## src/rtl/rrt_sample_gen.sv

```systemverilog
// RRT sample generator: advances an external xorshift PRNG, scales x/y fields into a window.
// Optional goal bias enabled by defining RRT_SAMPLE_GOAL_BIAS_EN.
module rrt_sample_gen #(
    parameter int COORD_W = 16,
    parameter int CNT_W   = 32
) (
    input  logic               clk,
    input  logic               rst,
    input  logic               en,
    output logic               rand_en,
    input  logic [63:0]        rand_in,
    input  logic [COORD_W-1:0] x_min,
    input  logic [COORD_W-1:0] x_span,
    input  logic [COORD_W-1:0] y_min,
    input  logic [COORD_W-1:0] y_span,
    input  logic [COORD_W-1:0] goal_x,
    input  logic [COORD_W-1:0] goal_y,
    input  logic [15:0]        bias_thresh,
    output logic               out_valid,
    input  logic               out_ready,
    output logic [COORD_W-1:0] out_x,
    output logic [COORD_W-1:0] out_y,
    output logic               out_is_goal,
    output logic [CNT_W-1:0]   sample_count
);

    typedef enum logic [2:0] {IDLE, GEN, CAPT, SCALE, VALID} state_t;

    state_t state, state_nxt;
    logic   hs;

    logic [COORD_W-1:0]   sh_x_min, sh_x_span, sh_y_min, sh_y_span;
    logic [2*COORD_W-1:0] px_p1, py_p1;

    function automatic logic [2*COORD_W-1:0] mul_full(input logic [COORD_W-1:0] a,
                                                      input logic [COORD_W-1:0] b);
        return {{COORD_W{1'b0}}, a} * {{COORD_W{1'b0}}, b};
    endfunction

    // Upper half of the product is the fraction of span; add wraps mod 2^COORD_W.
    function automatic logic [COORD_W-1:0] scale_coord(input logic [COORD_W-1:0]   base,
                                                       input logic [2*COORD_W-1:0] prod);
        return base + prod[2*COORD_W-1:COORD_W];
    endfunction

    assign hs = (state == VALID) && out_ready;

    always_ff @(posedge clk) begin
        if (rst) state <= IDLE;
        else     state <= state_nxt;
    end

    always_comb begin
        state_nxt = state;
        rand_en   = 1'b0;
        out_valid = 1'b0;
        case (state)
            IDLE:  if (en) state_nxt = GEN;
            GEN: begin
                rand_en   = 1'b1;
                state_nxt = CAPT;
            end
            CAPT:  state_nxt = SCALE;
            SCALE: state_nxt = VALID;
            VALID: begin
                out_valid = 1'b1;
                if (out_ready) state_nxt = en ? GEN : IDLE;
            end
            default: state_nxt = IDLE;
        endcase
    end

`ifdef RRT_SAMPLE_GOAL_BIAS_EN
    logic [COORD_W-1:0] sh_goal_x, sh_goal_y;
    logic [15:0]        sh_bias_thresh, bias_p1;
    logic               is_goal_p2;
    logic               unused_in;

    assign unused_in   = ^rand_in;
    assign out_is_goal = is_goal_p2;
`else
    logic unused_in;

    assign unused_in   = ^{rand_in, goal_x, goal_y, bias_thresh};
    assign out_is_goal = 1'b0;
`endif

    always_ff @(posedge clk) begin
        if (rst) begin
            sh_x_min     <= '0;
            sh_x_span    <= '0;
            sh_y_min     <= '0;
            sh_y_span    <= '0;
            px_p1        <= '0;
            py_p1        <= '0;
            out_x        <= '0;
            out_y        <= '0;
            sample_count <= '0;
`ifdef RRT_SAMPLE_GOAL_BIAS_EN
            sh_goal_x      <= '0;
            sh_goal_y      <= '0;
            sh_bias_thresh <= '0;
            bias_p1        <= '0;
            is_goal_p2     <= 1'b0;
`endif
        end else begin
            if (state_nxt == GEN) begin
                sh_x_min  <= x_min;
                sh_x_span <= x_span;
                sh_y_min  <= y_min;
                sh_y_span <= y_span;
`ifdef RRT_SAMPLE_GOAL_BIAS_EN
                sh_goal_x      <= goal_x;
                sh_goal_y      <= goal_y;
                sh_bias_thresh <= bias_thresh;
`endif
            end

            // p1: capture the freshly advanced word as raw fields times span
            if (state == CAPT) begin
                px_p1 <= mul_full(rand_in[63 -: COORD_W], sh_x_span);
                py_p1 <= mul_full(rand_in[39 -: COORD_W], sh_y_span);
`ifdef RRT_SAMPLE_GOAL_BIAS_EN
                bias_p1 <= rand_in[15:0];
`endif
            end

            // p2: offset into the window (or substitute the goal) and hold for the handshake
            if (state == SCALE) begin
`ifdef RRT_SAMPLE_GOAL_BIAS_EN
                if (bias_p1 < sh_bias_thresh) begin
                    out_x      <= sh_goal_x;
                    out_y      <= sh_goal_y;
                    is_goal_p2 <= 1'b1;
                end else begin
                    out_x      <= scale_coord(sh_x_min, px_p1);
                    out_y      <= scale_coord(sh_y_min, py_p1);
                    is_goal_p2 <= 1'b0;
                end
`else
                out_x <= scale_coord(sh_x_min, px_p1);
                out_y <= scale_coord(sh_y_min, py_p1);
`endif
            end

            if (hs) sample_count <= sample_count + CNT_W'(1);
        end
    end

endmodule

```

## config.mk

```make
export PLATFORM = sky130hd
export DESIGN_NAME = rrt_sample_gen
export DESIGN_NICKNAME = d
export VERILOG_FILES = /design/src/rtl/rrt_sample_gen.sv
export SDC_FILE = /design/constraint.sdc
export NUM_CORES = 1
export LEC_CHECK = 0
export CORE_MARGIN = 2
export CORE_UTILIZATION = 50
export CTS_CLUSTER_SIZE = 16
export DETAILED_ROUTE_END_ITERATION = 6
export DONT_BUFFER_PORTS = 1
export PLACE_DENSITY = 0.75
export SETUP_SLACK_MARGIN = 0.02
export SYNTH_ARGS = -nofsm -noshare
export SYNTH_HDL_FRONTEND = slang
export SYNTH_SLANG_ARGS = --single-unit
```

## constraint.sdc

```tcl
create_clock -name clk -period 7.2 [get_ports clk]
set_input_delay 1.44 -clock clk [delete_from_list [all_inputs] [get_ports clk]]
set_output_delay 1.44 -clock clk [all_outputs]
set_load 0.05 [all_outputs]
```

==> summary.md, run 1 <==
| Metric | Value |
|---|---|
| Die Span X | `218 microns` |
| Total gr overflow | `0` |
| Power share of the sequential group | `between 20% and 30%` |
| Top Metal Used | `met4` |
| Hold depth | `2` |
| Max cap viols | `0` |
| Initial Utilization | `between 50 and 60%` |
| Crit path max fanout | `16` |
| Starting DRC count in detailed routing | `910` |
| Clk_skew | `0.0271 ns` |
| Final Hold Vio Count | `0` |
| Synth top area share | `~34%` |
| HPWL Detailed | `approximately 44000 microns` |
| Post-synthesis async set-or-reset flop share | `0%` |
| Die footprint | `~47000 sq um` |
| Num CTS Buffers | `17` |
| Sequential fraction of the synthesis area | `between 10% and 20%` |
| Num ports | `247` |
| Port bufs | `0` |
| Most frequent cells after synthesis | `nand2_1 (519), inv_1 (442), fa_1 (388)` |
| Number of synthesized flops with an enable pin | `0` |
| Maximum clock frequency | `~140 MHz` |
| Via-to-Cell Ratio | `approximately 5.5` |
| DR WL met3 | `~4900 microns` |
| Clock Sink Count | `between 150 and 200` |
| GPL Wtd Cong | `between 0.9 and 1` |
| Hold buffers post-CTS | `0` |
| Slew HR | `approximately two fifths` |
| Later-pin clock latency in the skew report | `~0.49 ns` |
| Via count | `17537` |
| Maximum vdd drop | `roughly 0.19 mV` |
| Setup crit start kind | `primary input` |
| Final setup violation count | `0` |
| Vias in the first global route | `19142` |
| First-pass GRT wire length | `96000 microns` |
| WL met1 | `~23000 microns` |
| Core Util, Final | `53.5%` |
| Leakage Power | `11.8 nW` |
| Main flop type after synthesis | `dfxtp_1` |
| DRC viols | `0` |
| Warnings, synthesis | `0` |
| Post-Syn Area | `~23000 sq um` |
| R2R depth | `22` |
| Flops & latches, synth | `roughly 160` |
| Worst Max-Slew Pin Slew | `just over 0.9 ns` |
| Clk slew on worst S/H paths | `~0.07 ns` |
| Die Y | `between 200 and 250 microns` |
| Routed length per instance | `between 15 and 20 microns` |
| FF-to-FF End | `py_p1[31]` |
| Crit path required time | `~7.6 ns` |
| Layout area overhead | `6.00%` |
| Core Footprint | `roughly 45000 sq um` |
| First-pass DRT Iterations | `5` |
| Longest Clk Path Bufs | `2` |
| Final slew viol count | `0` |
| Fin cells | `~3200` |
| Comb power frac | `about half` |
| Initial antenna violation count | `0` |
| Diode count | `0` |
| Mean area per synthesized cell | `between 8 and 9 sq um` |
| Row count | `78` |
| Nets | `~3400` |
| Clock root cell | `clkbuf_16` |
| Hold Crit Start | `sh_y_min[14]` |
| Clk network pwr share | `22.8%` |
| Critical path arrival | `about 7.4 ns` |
| Min Tclk post-route | `approximately 7.0 ns` |
| Worst min path class | `flip-flop to flip-flop` |
| Net Switching | `about 1.7 mW` |
| Share of layout cells above drive strength 1 | `around 4.4%` |
| Largest net degree at the start of global routing | `174` |
| CP endpoint kind | `flip-flop` |
| Placed cell count | `~3200` |
| Drt total wl | `57500 microns` |
| Netlist cell types | `between 50 and 60` |
| Ranking of synthesized cells by area | `fa_1 (34%), dfxtp_1 (14%), ha_1 (13%)` |
| Pint | `between 2 and 2.5 mW` |
| Power Dens Cells | `167 nW/um^2` |
| Syn Inst Count | `about 2600` |
| Post-synth top area cell | `fa_1` |
| RSZ-0062 raised after global routing | `no` |
| Outcome | `finished clean` |
| R2R setup slack | `0.46 ns` |
| TritonCTS clock tree | `yes` |
| WS Path Type | `primary input to flip-flop` |
| Top-count cell post-synth | `nand2_1` |
| Routed length on met2 | `~28000 microns` |
| Min-Delay Endpoint | `sh_y_min[14]` |
| Syn_nets | `approximately 3400` |
| Switching share of power | `a little over two fifths` |
| Depth of the CTS H-tree | `4` |
| Tcrit/Tclk final | `96.9%` |
| Reg2reg start | `sh_y_span[4]` |
| Routed Antenna Nets | `0` |
| GRT Resource Usage Total | `between 20% and 30%` |
## power by group through the flow
stage	logic, mW	clock network (mW)	registers [mW]
after floorplan	1.55	0	1.00
after global placement	1.99	0	1.04
after detailed placement	2.07	0	1.05
after CTS	2.10	0.951	1.03
after global routing	2.40	0.978	1.03
final	2.10	0.926	1.03
## cells in the final DEF, fill, tap and decap left out, types with 4 or more instances in the layout
cell,n
nand2_1,519
inv_1,442
fa_1,388
and2_1,238
ha_1,233
dfxtp_1,163
a21oi_1,153
nor2_1,66
buf_4,60
xor2_1,40
xnor2_1,40
nand3_1,31
o21ai_0,23
a21o_1,20
and3_1,17
clkbuf_16,17
nand4_1,13
nor3_1,11
nand2b_1,10
a211oi_1,9
or3_1,9
a31oi_1,8
nor2b_1,8
nand3b_1,7
o21bai_1,4
a2111oi_0,4
a31o_2,4
## logic make-up (layout without fill, tap and decap cells)
group / after synthesis / count (layout) / share of synthesized area, %
AOI/OAI and AO/OA: 260 / 260 / 7.06
xor gates and xnor gates: 80 / 80 / 3.07
adders and majority gates: 621 / 621 / 46.8
buffers and inverters: 562 / 533 / 9.25
DFF: 163 / 163 / 14.3
muxes: 1 / 1 / 0.0438
other: 1 / 1 / 0.0164
and+or+nand+nor: 949 / 949 / 19.5
## metal layers
metal | vias up | track usage, %
met2 | 636 | 43.4
met1 | 8756 | 32.0
met3 | 122 | 6.56
met5 | - | 0
met4 | 0 | 8.50
li1 | 8023 | -
## registers in the layout (all words and copies together), names as in the netlist
register / count
sample_count: 32
px_p1: 16
sh_x_span: 16
out_x: 16
sh_y_min: 16
out_y: 16
py_p1: 16
state: 3
sh_y_span: 16
sh_x_min: 16
## worst max-delay path, cell delays in order
cell	delay, ns
and2_1	0.17
fa_1	0.54
inv_1	0.05
fa_1	0.48
fa_1	0.53
inv_1	0.06
fa_1	0.49
fa_1	0.49
inv_1	0.05
fa_1	0.49
inv_1	0.05
ha_1	0.31
a21oi_2	0.18
a21oi_1	0.10
o41a_1	0.37
a31o_2	0.28
a31oi_4	0.19
o211ai_1	0.19
a41oi_2	0.23
nor2b_1	0.08
or3_1	0.36
a311oi_2	0.25
## cell type report
type	instances	area [sq um]
clock buffers	20	447
clock inverters	11	121
fillers	4134	21100
inverters	442	1660
multi-input cells	1912	17500
flip-flops and latches	163	3260
well taps	600	751
repair buffers	60	450
## how the worst max path moves through the flow
stage	from	to	slack, ns	depth (start not counted)
floorplan	rand_in[58]	px_p1[31]	0.009	22
global placement	rand_in[32]	py_p1[31]	-0.17	22
detailed placement	rand_in[32]	py_p1[31]	-0.40	22
CTS	rand_in[32]	py_p1[31]	0.09	22
global route	rand_in[32]	py_p1[31]	0.02	22
finish	rand_in[32]	py_p1[31]	0.22	22
## stage by stage
| step | total power, mW | TNS [ns] | instance area (sq um) | worst slack (ns) | hold WS (ns) |
|---|---|---|---|---|---|
| 3_3_place_gp | 3.04 | -0.748 | 23600 | -0.169 | 0.439 |
| 4_1_cts | 4.08 | 0 | 24200 | 0.0922 | 0.458 |
| 3_5_place_dp | 3.12 | -1.80 | 23600 | -0.403 | 0.445 |
| 5_1_grt | 4.41 | 0 | 24200 | 0.0189 | 0.479 |
| 2_1_floorplan | 2.55 | 0 | 22900 | 0.00855 | 0.436 |
| 6_report | 4.05 | 0 | 24200 | 0.220 | 0.459 |
## repair_timing
item                                    4_1_cts  5_1_grt
setup buffers                                 0        1
resized for setup                             0        5
endpoints found under the setup margin        0        1
Note: power is estimated with default switching activity, not from simulation.
==> inputs of run 2 (changes only) <==
Settings changed: ABC_AREA set to 0, CORE_ASPECT_RATIO set to 2, PLACE_DENSITY 0.75 to 0.72.
Clock period 7.2 ns to 8.08 ns, I/O delays scaled along.
==> run 2 against run 1 <==
  * Non-clock buffer count decreased by 44
  * Core utilization is 0.46 points lower
  * Combinational power down 13%
  * Critical path type unchanged
  * Count of clock-buffer cells in the layout is 3 lower
==> summary.md, run 2 (synthesized netlist as in run 1, its figures left out) <==
| Metric | Value |
|---|---|
| Core Util, Final | `53.0% (-0.46 points)` |
| Longest Clk Path Bufs | `2 (unchanged)` |
| Depth of the CTS H-tree | `4 (unchanged)` |
| Nets | `3353 (-1.3%)` |
| R2R setup slack | `1.01 ns (+0.55 ns)` |
| RSZ-0062 raised after global routing | `no` |
| Starting DRC count in detailed routing | `645 (-29%)` |
| Port bufs | `0 (unchanged)` |
| Largest net degree at the start of global routing | `174 (unchanged)` |
| Crit path max fanout | `16 (unchanged)` |
| Max reg flops | `32 (unchanged)` |
| GPL Wtd Cong | `0.905 (+0.51%)` |
| WS Path Type | `primary input to flip-flop` |
| Final setup violation count | `0 (unchanged)` |
| Critical path's slowest cell | `fa_1` |
| Die Y | `306 microns (+41%)` |
| Hold Worst Slack | `0.462 ns (+0.00376 ns)` |
| Leakage Power | `11.6 nW (-1.7%)` |
| DRC viols | `0 (unchanged)` |
| Clock Sink Count | `163 (unchanged)` |
| Via count | `17749 (+1.2%)` |
| Reg2reg start | `sh_x_span[5]` |
| Final Hold Vio Count | `0 (unchanged)` |
| CP max stage delay | `0.55 ns (about the same)` |
| Post-route setup slack | `0.707 ns (+0.487 ns)` |
| Vias in the first global route | `19539 (+2.1%)` |
| Total gr overflow | `0 (unchanged)` |
| Maximum clock frequency | `136 MHz` |
| Row count | `110 (+41%)` |
| Clk slew on worst S/H paths | `0.08 ns (about the same)` |
| Layout area overhead | `4.44%` |
| Outcome | `finished clean` |
| Min-Delay Endpoint | `py_p1[16]` |
| Die Span X | `155 microns (-29%)` |
| Hold Crit Start | `py_p1[16]` |
| Via-to-Cell Ratio | `5.68 (+3.9%)` |
| CP endpoint kind | `flip-flop` |
| Leading cell type in the layout, fill and taps excluded | `nand2_1` |
| Core Footprint | `45000 sq um (-0.61%)` |
| R2R depth | `22 (unchanged)` |
| Max cap viols | `0 (unchanged)` |
| HPWL Detailed | `47400 microns (+6.8%)` |
| Register area | `3260 sq um (unchanged)` |
| Resized cells post-CTS | `0 (unchanged)` |
| Initial antenna violation count | `0 (unchanged)` |
| Min Tclk post-route | `between 7 and 8 ns` |
| Slew HR | `21.2% (-17 points)` |
| Final slew viol count | `0 (unchanged)` |
| GRT Resource Usage Total | `26.5% (+0.83 points)` |
| Biggest register | `sample_count` |
| Setup TNS Final | `0 ns (unchanged)` |
| Initial Utilization | `50.8% (+0.31 points)` |
| Num CTS Buffers | `17 (unchanged)` |
| Drt total wl | `60400 microns (+5.1%)` |
| First-pass DRT Iterations | `5 (unchanged)` |
| Share of layout cells above drive strength 1 | `2.61% (-1.8 points)` |
| Die footprint | `47500 sq um (+0.22%)` |
| Power Dens Cells | `151 nW/um^2 (-9.6%)` |
| Clock root cell | `clkbuf_16` |
| Routed Antenna Nets | `0 (unchanged)` |
| Critical path arrival | `7.75 ns (+0.39 ns)` |
| Critical path startpoint | `rand_in[61]` |
| Fill cells | `4101 (-0.80%)` |
| Maximum vdd drop | `0.150 mV (-19%)` |
| TritonCTS clock tree | `yes` |
| Clk_skew | `0.0121 ns (-0.0150 ns)` |
| Hold buffers post-CTS | `0 (unchanged)` |
| Setup crit start kind | `primary input` |
| Setup WS pre-CTS | `0.254 ns (+0.657 ns)` |
| First-pass GRT wire length | `98600 microns (+2.7%)` |
| Commonest cells after routing, fill and taps aside | `nand2_1 (519), inv_1 (442), fa_1 (388)` |
| Later-pin clock latency in the skew report | `0.46 ns (-0.03 ns)` |
| Crit path required time | `8.46 ns (+0.88 ns)` |
| Routed length per instance | `19.3 microns (+7.9%)` |
| Tcrit/Tclk final | `approximately 90%` |
| Postcts setup bufs | `0 (unchanged)` |
| Worst Max-Slew Pin Slew | `1.18 ns (+0.258 ns)` |
| FF-to-FF End | `px_p1[31]` |
| Area of the multi-input gates | `17500 sq um (-0.23%)` |
| Num ports | `247 (unchanged)` |
| CP dominant cell by count | `fa_1` |
| Hold depth | `2 (unchanged)` |
| Diode count | `0 (unchanged)` |
| CP Cell Sequence | `and2_1 > fa_1 > inv_1 > fa_1 > fa_1 > inv_1 > fa_1 > fa_1 > inv_1 > fa_1 > inv_1 > ha_1 > a21o_1 > a21o_1 > a311oi_2 > a21oi_1 > o41a_4 > a311oi_4 > o21ai_4 > a311oi_2 > xnor2_1 > a211oi_2` |
| Worst min path class | `flip-flop to flip-flop` |
## run 2: final cells by class
class	count	area share [%]
Clock inverter	15	0.865
Sequential cell	163	13.7
Clock buffer	17	1.78
Multi-Input combinational cell	1912	73.3
Timing Repair Buffer	16	0.503
Inverter	442	6.95
Tap cell	560	2.94
## run 2: how the worst max path moves through the flow
| stage | end | cells after the start |
|---|---|---|
| CTS | px_p1[31] | 22 |
| global route | py_p1[31] | 22 |
| finish | px_p1[31] | 22 |
| detailed placement | px_p1[31] | 22 |
| floorplan | px_p1[31] | 22 |
| global placement | px_p1[31] | 22 |
## run 2: routing by layer
metal | track usage, % | share of wire, % | wire length [microns]
met1 | 26.5 | 32 | 19400
met2 | 49.5 | 54 | 32700
met3 | 3.86 | 5.7 | 3420
met4 | 18.4 | 7.9 | 4780
met5 | 0 | 0 | 0
## run 2: critical path: cells and delay by family
family / cells / cell delay [ns]
compound gates: 9 / 2.28
xor+xnor: 1 / 0.12
fa+ha+maj: 7 / 3.36
buf+inv: 4 / 0.20
simple gates: 1 / 0.16
## run 2: metrics by stage
step | instances | power, mW | instance area, sq um
floorplan | 2637 | 2.27 | 22800
global placement | 3093 | 2.70 | 23200
detailed placement | 3093 | 2.76 | 23200
CTS | 3125 | 3.64 | 23900
global route | 3125 | 3.91 | 23900
finish | 3125 | 3.61 | 23900
## run 2: power by group
part | switching [mW] | internal (mW) | total [mW]
combinational | 1.05 | 0.765 | 1.82
sequential | 0.0917 | 0.845 | 0.937
clock | 0.427 | 0.427 | 0.854
total | 1.57 | 2.04 | 3.61
